===== src/rtl/wb_arb_pkg.sv =====
// Shared types for the Wishbone round-robin arbiter: FSM states and counter sizing.
package wb_arb_pkg;

    typedef enum logic [1:0] {
        IDLE = 2'd0,
        ARB  = 2'd1,
        BUSY = 2'd2
    } state_t;

    // Bits needed to hold 0..max_val; never less than one bit so a disabled feature still elaborates.
    function automatic int cnt_w(input int max_val);
        return (max_val < 1) ? 1 : $clog2(max_val + 1);
    endfunction

endpackage


===== src/rtl/rr_picker.sv =====
// Masked round-robin priority encoder: lowest requester above last_grant, else lowest overall.
// Latency: purely combinational.
// Backpressure: none; the caller decides when the winner is consumed.
module rr_picker #(
    parameter int N  = 2,
    parameter int IW = 1
) (
    input  logic [N-1:0]  i_req,
    input  logic [IW-1:0] i_last_grant,
    output logic [N-1:0]  o_winner
);

    logic [N-1:0] w_mask;
    logic [N-1:0] w_masked;
    logic [N-1:0] w_pool;

    always_comb begin
        w_mask = '0;
        for (int i = 0; i < N; i++) begin
            w_mask[i] = (IW'(i) > i_last_grant);
        end
        w_masked = i_req & w_mask;
        w_pool   = (|w_masked) ? w_masked : i_req;
        o_winner = w_pool & (~w_pool + N'(1));
    end

endmodule


===== src/rtl/wb_rr_arbiter.sv =====
// N-master Wishbone classic arbiter with round-robin fairness, bounded burst hold and slave timeout.
// Latency: request seen in IDLE reaches the slave 2 cycles later; slave mux and ack/data return are combinational.
// Backpressure: masters wait with stb/cyc high until granted; slave stalls by withholding ack until the timeout.
module wb_rr_arbiter
    import wb_arb_pkg::*;
#(
    parameter int NUM_MASTERS = 2,
    parameter int ADDR_W      = 32,
    parameter int DATA_W      = 32,
    parameter int BURST_MAX   = 4,
    parameter int TIMEOUT_CYC = 64
) (
    input  logic                              wb_clk_i,
    input  logic                              wb_rst_i,
    input  logic [NUM_MASTERS-1:0]            m_stb_i,
    input  logic [NUM_MASTERS-1:0]            m_cyc_i,
    input  logic [NUM_MASTERS-1:0]            m_we_i,
    input  logic [NUM_MASTERS*(DATA_W/8)-1:0] m_sel_i,
    input  logic [NUM_MASTERS*DATA_W-1:0]     m_dat_i,
    input  logic [NUM_MASTERS*ADDR_W-1:0]     m_adr_i,
    output logic [NUM_MASTERS-1:0]            m_ack_o,
    output logic [NUM_MASTERS-1:0]            m_err_o,
    output logic [NUM_MASTERS*DATA_W-1:0]     m_dat_o,
    output logic                              s_stb_o,
    output logic                              s_cyc_o,
    output logic                              s_we_o,
    output logic [DATA_W/8-1:0]               s_sel_o,
    output logic [DATA_W-1:0]                 s_dat_o,
    output logic [ADDR_W-1:0]                 s_adr_o,
    input  logic                              s_ack_i,
    input  logic [DATA_W-1:0]                 s_dat_i,
    output logic [NUM_MASTERS-1:0]            grant_o
);

    localparam int SEL_W = DATA_W / 8;
    localparam int IW    = (NUM_MASTERS > 1) ? $clog2(NUM_MASTERS) : 1;
    localparam int BW    = cnt_w(BURST_MAX);
    localparam int TW    = cnt_w(TIMEOUT_CYC);
    localparam bit TO_EN = (TIMEOUT_CYC > 0);
    localparam logic [BW-1:0] HOLD_LIM = BW'(BURST_MAX - 1);
    localparam logic [TW-1:0] TO_LAST  = TW'((TIMEOUT_CYC > 0) ? TIMEOUT_CYC - 1 : 0);
    localparam logic [IW-1:0] LAST_RST = IW'(NUM_MASTERS - 1);

    state_t                 r_state;
    state_t                 w_state_nxt;
    logic [NUM_MASTERS-1:0] r_grant;
    logic [IW-1:0]          r_last;
    logic [BW-1:0]          r_beat;
    logic [TW-1:0]          r_to;

    logic [NUM_MASTERS-1:0] w_req;
    logic [NUM_MASTERS-1:0] w_winner;
    logic [IW-1:0]          w_win_idx;
    logic                   w_busy;
    logic                   w_gcyc;
    logic                   w_ack;
    logic                   w_tmo;
    logic                   w_hold;

    assign w_req = m_cyc_i & m_stb_i;

    rr_picker #(
        .N  (NUM_MASTERS),
        .IW (IW)
    ) u_picker (
        .i_req        (w_req),
        .i_last_grant (r_last),
        .o_winner     (w_winner)
    );

    always_comb begin
        w_win_idx = '0;
        for (int i = 0; i < NUM_MASTERS; i++) begin
            if (w_winner[i]) w_win_idx = IW'(i);
        end
    end

    // Reset asserted mid-tenure already silences the slave side and the return path.
    assign w_busy = (r_state == BUSY) && !wb_rst_i;
    assign w_gcyc = |(m_cyc_i & r_grant);
    assign w_ack  = w_busy && w_gcyc && s_ack_i;
    assign w_tmo  = TO_EN && w_busy && w_gcyc && !s_ack_i && (r_to == TO_LAST);
    assign w_hold = (r_beat < HOLD_LIM);

    always_ff @(posedge wb_clk_i) begin
        if (wb_rst_i) r_state <= IDLE;
        else          r_state <= w_state_nxt;
    end

    always_comb begin
        w_state_nxt = r_state;
        case (r_state)
            IDLE: if (|w_req) w_state_nxt = ARB;
            ARB:  w_state_nxt = BUSY;
            BUSY: begin
                if (!w_gcyc)     w_state_nxt = IDLE;
                else if (w_ack)  w_state_nxt = w_hold ? BUSY : IDLE;
                else if (w_tmo)  w_state_nxt = IDLE;
            end
            default: w_state_nxt = IDLE;
        endcase
    end

    always_ff @(posedge wb_clk_i) begin
        if (wb_rst_i) begin
            r_grant <= '0;
            r_last  <= LAST_RST;
            r_beat  <= '0;
            r_to    <= '0;
        end else begin
            case (r_state)
                ARB: begin
                    r_grant <= w_winner;
                    if (|w_winner) r_last <= w_win_idx;
                    r_beat  <= '0;
                    r_to    <= '0;
                end
                BUSY: begin
                    if (w_state_nxt != BUSY) begin
                        r_grant <= '0;
                        r_beat  <= '0;
                        r_to    <= '0;
                    end else if (w_ack) begin
                        r_beat <= (r_beat == '1) ? r_beat : r_beat + BW'(1);
                        r_to   <= '0;
                    end else begin
                        r_to   <= (r_to == '1) ? r_to : r_to + TW'(1);
                    end
                end
                default: ;
            endcase
        end
    end

    always_comb begin
        s_cyc_o = 1'b0;
        s_stb_o = 1'b0;
        s_we_o  = 1'b0;
        s_sel_o = '0;
        s_dat_o = '0;
        s_adr_o = '0;
        m_dat_o = '0;
        for (int i = 0; i < NUM_MASTERS; i++) begin
            if (w_busy && r_grant[i]) begin
                s_cyc_o = m_cyc_i[i];
                s_stb_o = m_stb_i[i];
                s_we_o  = m_we_i[i];
                s_sel_o = m_sel_i[i*SEL_W +: SEL_W];
                s_dat_o = m_dat_i[i*DATA_W +: DATA_W];
                s_adr_o = m_adr_i[i*ADDR_W +: ADDR_W];
            end
            if (w_ack && r_grant[i]) m_dat_o[i*DATA_W +: DATA_W] = s_dat_i;
        end
    end

    assign m_ack_o = w_ack ? r_grant : '0;
    assign m_err_o = w_tmo ? r_grant : '0;
    assign grant_o = r_grant;

endmodule


===== config.mk =====
export PLATFORM = sky130hd
export DESIGN_NAME = wb_rr_arbiter
export DESIGN_NICKNAME = d
export VERILOG_FILES = /design/src/rtl/wb_arb_pkg.sv /design/src/rtl/rr_picker.sv /design/src/rtl/wb_rr_arbiter.sv
export SDC_FILE = /design/constraint.sdc
export NUM_CORES = 1
export LEC_CHECK = 0
export BUFFER_PORTS_ARGS = -buffer_cell sky130_fd_sc_hd__buf_2
export CELL_PAD_IN_SITES_DETAIL_PLACEMENT = 1
export CELL_PAD_IN_SITES_GLOBAL_PLACEMENT = 1
export CORE_AREA = 5 5 119 121
export DETAILED_ROUTE_END_ITERATION = 10
export DIE_AREA = 0 0 124 126
export GPL_TIMING_DRIVEN = 0
export PLACE_DENSITY = 0.76
export SYNTH_ARGS = -nofsm -noshare
export SYNTH_HDL_FRONTEND = slang
export SYNTH_SLANG_ARGS = --single-unit

===== constraint.sdc =====
create_clock -name wb_clk_i -period 5.9 [get_ports wb_clk_i]
set_clock_uncertainty 0.1 [all_clocks]
set_input_delay 0.885 -clock wb_clk_i [delete_from_list [all_inputs] [get_ports wb_clk_i]]
set_output_delay 0.885 -clock wb_clk_i [all_outputs]
set_load 0.03 [all_outputs]

==> out/qor.txt, run 1 <==
Number of iterations in the first detailed-routing pass = 4
Most common cell after layout, fill and taps aside = sky130_fd_sc_hd__buf_2
Deepest clock path buffer count = 2
Via count normalized by instance count = 4.88
I/O pins = 318
Final Hold Fails = 0
Post-synth EDFFs = 0
Number of antenna violations at the first check in global routing = 9
Vias in the first global route = 3980
Max FO, Critical Path = 10
Cell Rows = 42
Most used flip-flop cell after synthesis = sky130_fd_sc_hd__dfxtp_1
Number of cells in the design after placement = 794
Slew @ Worst Pin = 0.753 ns
Met3 layer usage reported by global route = 0.0780
Final setup TNS = 0 ns
Remaining antenna violation count = 0
Category of the most critical setup path = register to output port
TritonCTS clock tree = done
Crit path to = s_dat_o[1]
Clock insertion delay at the later pin of the skew report = 0.25 ns
Layout Area Growth over Synthesis = 83.6%
Relative max-transition margin = 0.496
Most congested layer reported by global routing = met2
Data arrival time of the worst path = 2.92 ns
Share of synthesized area occupied by flip-flops and latches = 0.132
DRC errors left = 0
Number of cells on the worst reg-to-reg path = 7
Endpoint of the worst-slack reg-to-reg timing path = r_to[0]$_SDFFE_PP0P_
Root buffer cell = sky130_fd_sc_hd__clkbuf_16
HP Class = register to register
Number of instances in the synthesized netlist = 301
Portion of the clock cycle consumed by the worst path in the final layout = 0.662
Area after detailed placement = 4080 um^2
Die span in y = 126 um
Starting DRT DRC Count = 159
Number of buffers inserted by port buffering = 317
Met1 routing resource usage after global routing = 0.212
Horizontal extent of the die = 124 um
Top achievable clock speed = 0.256 GHz
Final count of pins violating max slew = 0
Routing usage on met2 = 0.335
Overall power of the completed layout = 372 uW
Register bit count reported by yosys = 15
Clock transition at path regs = 0.05 ns
Worst R2R Setup Slack = 3.42 ns
Asr flop ratio synth = 0
Pleak = 0.00257 uW
Fraction of final layout cells sized beyond drive strength 1 = 0.539
Sink count of the clock tree = 15
Routability cong. = 0.924
Global route overflow = 0
Quantity of hold-fixing buffers added after cts = 0
Post-Syn Nets = 485
H-Tree Level Count = 1
Endpoints failing setup = 0
Worst Setup SP = r_state[0]$_SDFF_PP0_
Floorplan Core Area = 13000 um^2
Max Cap Violations = 0
Netlist Area Pre-Place = 2270 um^2
Routed Wire Length = 16.5 mm
Count of distinct cell types in the synthesized netlist = 44
Effective utilization at floorplan = 0.175
Worst endpoint required time = 4.91 ns
Estimated wirelength of the detail-placed design = 14.5 mm
Design Area, Final = 4170 um^2
Wire length per cell after detailed routing = 20.6 um
Filler Cells Inserted = 1700
Total CTS buffers = 3
Area enclosed by the die boundary = 15600 um^2
Final critical path time including I/O delays and setup = 3.90 ns
Unrepaired setup endpoints after global routing = no
Fin nets = 807
Synthesis warning total = 0
Wire length of the first global-routing pass = 22.9 mm
Number of standard cells in the layout, taps in and fillers out = 799
Number of vias after detailed routing = 3903
Final worst hold slack = 0.399 ns
Synth Area per Inst = 7.54 um^2
Resized Gates After CTS = 0
Power density cells = 89.3 nW/um^2
Worst supply voltage drop on vdd = 0.0785 mV
Kind of end point of the critical path = output port
Most frequent cells in the layout = sky130_fd_sc_hd__buf_2 (318), sky130_fd_sc_hd__a22o_1 (71), sky130_fd_sc_hd__and3_1 (65)
Setup Buffers After CTS = 0
Crit path launch type = register
Result of the run = finished clean
Total routing usage reported by global routing = 0.191
Startpoint of the most critical register-to-register path = r_state[0]$_SDFF_PP0_
Pin count of the biggest net entering global routing = 11
[worst min path at each step]
stage / startpoint / endpoint / slack, ns / cells past startpoint
after floorplan: r_last$_SDFFE_PP1P_ / r_last$_SDFFE_PP1P_ / 0.36 / 1
after global placement: r_last$_SDFFE_PP1P_ / r_last$_SDFFE_PP1P_ / 0.37 / 1
after detailed placement: r_last$_SDFFE_PP1P_ / r_last$_SDFFE_PP1P_ / 0.39 / 1
after CTS: r_last$_SDFFE_PP1P_ / r_last$_SDFFE_PP1P_ / 0.41 / 1
after global routing: r_last$_SDFFE_PP1P_ / r_last$_SDFFE_PP1P_ / 0.44 / 1
final: r_last$_SDFFE_PP1P_ / r_last$_SDFFE_PP1P_ / 0.40 / 1
[synthesized netlist by cell type (3+ instances only)]
| master | count | area, um^2 |
|---|---|---|
| sky130_fd_sc_hd__a211oi_1 | 7 | 52.6 |
| sky130_fd_sc_hd__a22o_1 | 71 | 622 |
| sky130_fd_sc_hd__and2_1 | 6 | 37.5 |
| sky130_fd_sc_hd__and3_1 | 65 | 407 |
| sky130_fd_sc_hd__and4b_1 | 3 | 30.0 |
| sky130_fd_sc_hd__clkbuf_1 | 33 | 124 |
| sky130_fd_sc_hd__dfxtp_1 | 15 | 300 |
| sky130_fd_sc_hd__ha_1 | 7 | 87.6 |
| sky130_fd_sc_hd__inv_1 | 9 | 33.8 |
| sky130_fd_sc_hd__nand2_1 | 7 | 26.3 |
| sky130_fd_sc_hd__nand3_1 | 12 | 60.1 |
| sky130_fd_sc_hd__nand4_1 | 6 | 37.5 |
| sky130_fd_sc_hd__nor2_1 | 6 | 22.5 |
| sky130_fd_sc_hd__nor3_1 | 6 | 30.0 |
| sky130_fd_sc_hd__nor3b_1 | 8 | 60.1 |
| sky130_fd_sc_hd__o21ai_0 | 3 | 15.0 |
| sky130_fd_sc_hd__or3b_2 | 3 | 26.3 |
[where the power goes]
part / total [uW] / leakage, uW / internal (uW) / switching (uW)
logic: 125 / 0.00242 / 59.7 / 65.4
clock network: 138 / 0.0000371 / 91.4 / 46.2
registers: 109 / 0.000121 / 105 / 4.30
total: 372 / 0.00257 / 256 / 116
[area by class of cell]
class / instances / area (um^2) / share of cell area
diodes: 1 / 2.50 / 0.000601
clock buffers: 3 / 75.1 / 0.0180
multi-input cells: 243 / 1810 / 0.435
plain buffers: 34 / 129 / 0.0309
repair buffers: 317 / 1590 / 0.381
flip-flops and latches: 15 / 300 / 0.0721
inverters: 9 / 33.8 / 0.00811
well taps: 176 / 220 / 0.0529
clock inverters: 1 / 7.51 / 0.00180
[per-layer routing]
metal | vias up | part of all wire
met2 | 219 | 0.48
li1 | 1845 | -
met1 | 1801 | 0.37
met5 | - | 0.0048
met4 | 12 | 0.018
met3 | 26 | 0.13
[per-stage QoR]
stage	utilization	setup WS, ns
finish	0.321	2.00
global route	0.321	1.79
CTS	0.320	1.56
detailed placement	0.314	1.57
global placement	0.314	1.65
floorplan	-	2.77
[flip-flops by register name (all words and copies together), names as in the netlist]
signal   cells
r_state      2
r_last       1
grant_o      2
r_to         7
r_beat       3
[critical path: stages, from the launching register on]
cell	delay, ns
sky130_fd_sc_hd__dfxtp_1	0.35
sky130_fd_sc_hd__inv_1	0.22
sky130_fd_sc_hd__ha_1	0.29
sky130_fd_sc_hd__nor2b_1	0.34
sky130_fd_sc_hd__and2_1	0.17
sky130_fd_sc_hd__clkbuf_1	0.36
sky130_fd_sc_hd__clkbuf_1	0.45
sky130_fd_sc_hd__a22o_1	0.23
sky130_fd_sc_hd__buf_2	0.25
[kinds of logic after synthesis]
logic type | synth area share
AO/OA/AOI/OAI | 0.386
XOR/XNOR | 0.00772
adder cells (fa/ha/maj) | 0.0386
buffers and inverters | 0.0717
flip-flops | 0.132
AND/OR/NAND/NOR | 0.364
Power figures use the tool's default switching activity.
==> run 2, diff against run 1 <==
--- a/config.mk
+++ b/config.mk
@@ -8,11 +8,11 @@
 export BUFFER_PORTS_ARGS = -buffer_cell sky130_fd_sc_hd__buf_2
 export CELL_PAD_IN_SITES_DETAIL_PLACEMENT = 1
 export CELL_PAD_IN_SITES_GLOBAL_PLACEMENT = 1
-export CORE_AREA = 5 5 119 121
+export CORE_AREA = 5 5 112 135
 export DETAILED_ROUTE_END_ITERATION = 10
-export DIE_AREA = 0 0 124 126
+export DIE_AREA = 0 0 117 140
 export GPL_TIMING_DRIVEN = 0
-export PLACE_DENSITY = 0.76
+export PLACE_DENSITY = 0.75
 export SYNTH_ARGS = -nofsm -noshare
 export SYNTH_HDL_FRONTEND = slang
 export SYNTH_SLANG_ARGS = --single-unit
==> constraint.sdc (replaced) <==
create_clock -name wb_clk_i -period 3.2 [get_ports wb_clk_i]
set_clock_uncertainty 0.1 [all_clocks]
set_input_delay 0.48 -clock wb_clk_i [delete_from_list [all_inputs] [get_ports wb_clk_i]]
set_output_delay 0.48 -clock wb_clk_i [all_outputs]
set_load 0.03 [all_outputs]
==> out/qor.txt, run 2 (synthesis gave the netlist of run 1 again) <==
Data arrival time of the worst path = 2.48 ns
Number of antenna violations at the first check in global routing = 4
TritonCTS clock tree = done
Final critical path time including I/O delays and setup = 3.06 ns
Fraction of final layout cells sized beyond drive strength 1 = 0.565
Fin nets = 808
Number of cells in the design after placement = 789
H-Tree Level Count = 1
Pleak = 0.00263 uW
Most common cell after layout, fill and taps aside = sky130_fd_sc_hd__buf_2
Cell Rows = 47
Biggest regs = r_to: 7 flops, r_beat: 3 flops
Number of flip-flops under the largest register name = 7
Vias in the first global route = 3907
Wire length of the first global-routing pass = 23.5 mm
Die span in y = 140 um
Core utilization of the finished layout = 0.307
Category of the most critical setup path = register to output port
DRC errors left = 0
Portion of the clock cycle consumed by the worst path in the final layout = 0.957
Remaining antenna violation count = 0
Largest register by flop count = r_to
Final Hold Fails = 0
Max Cap Violations = 0
Effective utilization at floorplan = 0.166
Via count normalized by instance count = 4.84
I/O pins = 318
Relative max-transition margin = 0.526
Clock transition at path regs = 0.05 ns
Worst endpoint required time = 2.62 ns
Estimated wirelength of the detail-placed design = 15.5 mm
Number of buffers inserted by port buffering = 317
HP Class = register to register
Antenna cell count = 0
Deepest clock path buffer count = 2
Power density cells = 164 nW/um^2
Unrepaired setup endpoints after global routing = no
Total CTS buffers = 3
Endpoints failing setup = 0
Horizontal extent of the die = 117 um
Root buffer cell = sky130_fd_sc_hd__clkbuf_16
Result of the run = finished clean
Top achievable clock speed = 0.326 GHz
Crit path launch type = register
Number of vias after detailed routing = 3843
Final count of pins violating max slew = 0
Kind of end point of the critical path = output port
Starting DRT DRC Count = 166
Sink count of the clock tree = 15
Final setup TNS = 0 ns
Total routing usage reported by global routing = 0.192
Clock insertion delay at the later pin of the skew report = 0.25 ns
Number of cells on the worst reg-to-reg path = 7
Slew @ Worst Pin = 0.704 ns
Filler Cells Inserted = 1795
Routed Wire Length = 17.5 mm
Most frequent cells in the layout = sky130_fd_sc_hd__buf_2 (318), sky130_fd_sc_hd__a22o_1 (71), sky130_fd_sc_hd__and3_1 (64)
Final worst hold slack = 0.406 ns
Cell depth of the worst hold path = 1
Area enclosed by the die boundary = 16400 um^2
Global route overflow = 0
Routability cong. = 0.847
Overall power of the completed layout = 687 uW
Worst supply voltage drop on vdd = 0.127 mV
Number of iterations in the first detailed-routing pass = 4
Wire length per cell after detailed routing = 22.1 um
Max FO, Critical Path = 10
Layout Area Growth over Synthesis = 84.8%
Floorplan Core Area = 13600 um^2
Number of standard cells in the layout, taps in and fillers out = 794
Pin count of the biggest net entering global routing = 11
run 2: final timing paths:
| check | from | to | slack (ns) |
|---|---|---|---|
| worst min-delay path | r_last$_SDFFE_PP1P_ | r_last$_SDFFE_PP1P_ | 0.41 |
| worst min register to register | r_last$_SDFFE_PP1P_ | r_last$_SDFFE_PP1P_ | 0.41 |
| worst max register to register | r_state[0]$_SDFF_PP0_ | r_to[1]$_SDFFE_PP0P_ | 0.80 |
| worst max-delay path | r_state[0]$_SDFF_PP0_ | s_adr_o[15] | 0.14 |
run 2: what timing repair did:
item / CTS / global route
hold endpoints to repair: 0 / 0
setup endpoints to repair: 112 / 116
gates resized for setup: 15 / 7
buffers inserted: 0 / 2
hold buffers: 0 / 0
pin swaps: 1 / 1
run 2: layout make-up:
class                           instances  area, um^2  area share
Buffer                                 33         143      0.0340
Clock buffer                            4        78.8      0.0188
Inverter                                9        33.8     0.00806
Multi-Input combinational cell        243        1820       0.434
Sequential cell                        15         300      0.0716
Tap cell                              171         214      0.0510
Timing Repair Buffer                  319        1600       0.382
run 2: report_power, final:
group	switching [uW]	total (uW)	internal, uW
Combinational	119	230	111
Clock	84.8	254	169
Sequential	8.92	202	193
run 2: routing by layer:
metal  up-vias  GRT usage  routed length (um)
met1      1808      0.215                6570
met3        15      0.103                2450
met5         -          0                  37
met2       172      0.330                8370
met4         6     0.0181                 120
li1       1842          -                   -
run 2: per-stage QoR:
stage | instance area (um^2) | setup slack [ns]
after floorplan | 2270 | 0.599
after global placement | 4070 | -0.474
after detailed placement | 4070 | -0.431
after CTS | 4170 | 0.00408
after global routing | 4190 | 0.0375
final | 4190 | 0.137
run 2: worst max-delay path, stage by stage (launching register included):
cell and delay [ns]:
sky130_fd_sc_hd__dfxtp_1 0.37, sky130_fd_sc_hd__inv_2 0.15, sky130_fd_sc_hd__ha_1 0.24, sky130_fd_sc_hd__nor2b_2 0.27, sky130_fd_sc_hd__and2_2 0.30, sky130_fd_sc_hd__clkbuf_1 0.40
sky130_fd_sc_hd__a22o_1 0.27, sky130_fd_sc_hd__buf_2 0.22
==> run 3, diff against run 2 <==
==> config.mk (replaced) <==
export PLATFORM = sky130hd
export DESIGN_NAME = wb_rr_arbiter
export DESIGN_NICKNAME = d
export VERILOG_FILES = /design/src/rtl/wb_arb_pkg.sv /design/src/rtl/rr_picker.sv /design/src/rtl/wb_rr_arbiter.sv
export SDC_FILE = /design/constraint.sdc
export NUM_CORES = 1
export LEC_CHECK = 0
export BUFFER_PORTS_ARGS = -buffer_cell sky130_fd_sc_hd__buf_2
export CORE_AREA = 5 5 121 123
export DETAILED_ROUTE_END_ITERATION = 10
export DIE_AREA = 0 0 126 128
export GPL_TIMING_DRIVEN = 0
export PLACE_DENSITY = 0.49
export SYNTH_ARGS = -nofsm -noshare
export SYNTH_HDL_FRONTEND = slang
export SYNTH_SLANG_ARGS = --single-unit
==> out/qor.txt, run 3 (synthesis gave the netlist of run 1 again) <==
Final critical path time including I/O delays and setup = 3.01 ns
Slowest cell on crit path = sky130_fd_sc_hd__dfxtp_1
Number of flip-flops under the largest register name = 7
Metal-1 WL = 5.92 mm
Floorplan Core Area = 13600 um^2
Post-placement setup slack = -0.0542 ns
HP Class = register to register
Endpoint of the worst-slack reg-to-reg timing path = r_to[1]$_SDFFE_PP0P_
Terminating pin of the worst hold path = r_last$_SDFFE_PP1P_
Worst supply voltage drop on vdd = 0.173 mV
Power density cells = 161 nW/um^2
Largest register by flop count = r_to
Fin nets = 807
Total CTS buffers = 3
Max Cap Violations = 0
Core utilization of the finished layout = 0.311
Estimated wirelength of the detail-placed design = 12.8 mm
Part of the total power dissipated in combinational logic = 0.333
Deepest clock path buffer count = 2
Max FO, Critical Path = 10
Total routing usage reported by global routing = 0.160
Number of cells on the worst reg-to-reg path = 7
Endpoints failing setup = 0
Cell mode on critical path = sky130_fd_sc_hd__clkbuf_2
Relative max-transition margin = 0.579
Most common cell after layout, fill and taps aside = sky130_fd_sc_hd__buf_2
Net switching fraction of the power = 0.306
Number of antenna violations at the first check in global routing = 1
Wire length of the first global-routing pass = 20.8 mm
Portion of the clock cycle consumed by the worst path in the final layout = 0.942
Final Hold Fails = 0
Antenna cell count = 0
Hold Path Origin = r_last$_SDFFE_PP1P_
Horizontal extent of the die = 126 um
Clock power frac = 0.370
Quantity of hold-fixing buffers added after cts = 0
Die span in y = 128 um
Starting DRT DRC Count = 196
Biggest regs = r_to: 7 flops, r_beat: 3 flops
Final count of pins violating max slew = 0
Unrepaired setup endpoints after global routing = no
Category of the most critical setup path = register to output port
Final worst slack = 0.187 ns
TritonCTS clock tree = done
Clock insertion delay at the later pin of the skew report = 0.25 ns
Worst stage delay on the critical path = 0.37 ns
DRC errors left = 0
Fraction of final layout cells sized beyond drive strength 1 = 0.568
Number of iterations in the first detailed-routing pass = 4
Sink count of the clock tree = 15
Clock transition at path regs = 0.05 ns
Wire length per cell after detailed routing = 18.5 um
Result of the run = finished clean
Layout Area Growth over Synthesis = 85.8%
Routed Wire Length = 14.8 mm
Pleak = 0.00263 uW
Kind of end point of the critical path = output port
H-Tree Level Count = 1
Cell-internal power = 471 uW
Kind of cell adding the most delay to the critical path = buffers and inverters
Share of total power in sequential cells = 0.297
Number of vias after detailed routing = 3895
Effective utilization at floorplan = 0.167
Routability cong. = 0.950
Area enclosed by the die boundary = 16100 um^2
Pin count of the biggest net entering global routing = 11
Via count normalized by instance count = 4.86
Root buffer cell = sky130_fd_sc_hd__clkbuf_16
Critical path buffers and inverters = 4
Worst R2R Setup Slack = 0.82 ns
Top achievable clock speed = 0.332 GHz
Highest routed metal layer = met5
Most frequent cells in the layout = sky130_fd_sc_hd__buf_2 (318), sky130_fd_sc_hd__a22o_1 (71), sky130_fd_sc_hd__and3_1 (64)
Slew @ Worst Pin = 0.630 ns
Filler Cells Inserted = 1528
Cell Rows = 43
CP Cell Sequence = inv_2 -> ha_1 -> nor2b_4 -> and3_2 -> clkbuf_2 -> clkbuf_2 -> and3_1 -> buf_2
Met3 wirelength from detailed routing = 1.86 mm
Global route overflow = 0
Data arrival time of the worst path = 2.43 ns
Cell depth of the worst hold path = 1
I/O pins = 318
Number of buffers inserted by port buffering = 317
Startpoint of the most critical register-to-register path = r_state[0]$_SDFF_PP0_
Remaining antenna violation count = 0
Detail Route met2 WL = 6.85 mm
Vias in the first global route = 3694
Worst endpoint required time = 2.62 ns
Total net switching power = 207 uW
Crit path launch type = register
-- run 3: worst register-to-register path, delay by kind of cell (launching register included) --
family / cells / cell delay (ns)
adder cells (fa/ha/maj): 1 / 0.28
flip-flops: 1 / 0.45
buffers and inverters: 1 / 0.12
AND/OR/NAND/NOR: 3 / 0.80
AO/OA/AOI/OAI: 2 / 0.56
-- run 3: layer usage --
metal	GRT usage	up-vias
li1	-	1843
met1	0.193	1814
met2	0.261	214
met3	0.0817	22
met4	0.0284	2
met5	0	-
-- run 3: power by group through the flow --
| stage | clock, uW | combinational [uW] | sequential [uW] |
|---|---|---|---|
| after floorplan | 0 | 78.3 | 204 |
| after global placement | 0 | 218 | 205 |
| after detailed placement | 0 | 222 | 205 |
| after CTS | 264 | 224 | 201 |
| after global routing | 273 | 249 | 203 |
| final | 251 | 226 | 201 |
-- run 3: area by class of cell --
type                            instances  area, um^2  area share
Multi-Input combinational cell        243        1830       0.433
Timing Repair Buffer                  318        1610       0.381
Sequential cell                        15         300      0.0713
Tap cell                              180         225      0.0534
Buffer                                 33         143      0.0338
Clock buffer                            3        75.1      0.0178
Inverter                                9        33.8     0.00802
Clock inverter                          1        5.00     0.00119
-- run 3: worst max path at each step --
stage | start | end | depth (start not counted)
finish | r_state[0]$_SDFF_PP0_ | m_dat_o[62] | 8
floorplan | r_state[0]$_SDFF_PP0_ | m_dat_o[0] | 7
global placement | r_state[0]$_SDFF_PP0_ | s_adr_o[3] | 7
detailed placement | r_state[0]$_SDFF_PP0_ | m_dat_o[1] | 8
CTS | r_state[0]$_SDFF_PP0_ | m_dat_o[22] | 8
global route | r_state[0]$_SDFF_PP0_ | m_dat_o[59] | 8
-- run 3: metrics by stage --
stage,std cells,TNS [ns],instance area (um^2),total power [uW],hold WS (ns)
3_3_place_gp,798,-22.50,4080,422,0.374
4_1_cts,802,0,4210,688,0.397
3_5_place_dp,798,-0.616,4090,427,0.384
6_report,802,0,4210,679,0.393
2_1_floorplan,301,0,2270,283,0.361
5_1_grt,802,0,4210,724,0.422
-- run 3: timing repair --
action,in CTS,in global routing
setup buffers,1,0
endpoints found under the setup margin,110,117
gates cloned,0,0
pin swaps,1,0
resized for setup,16,4
hold endpoints to repair,0,0
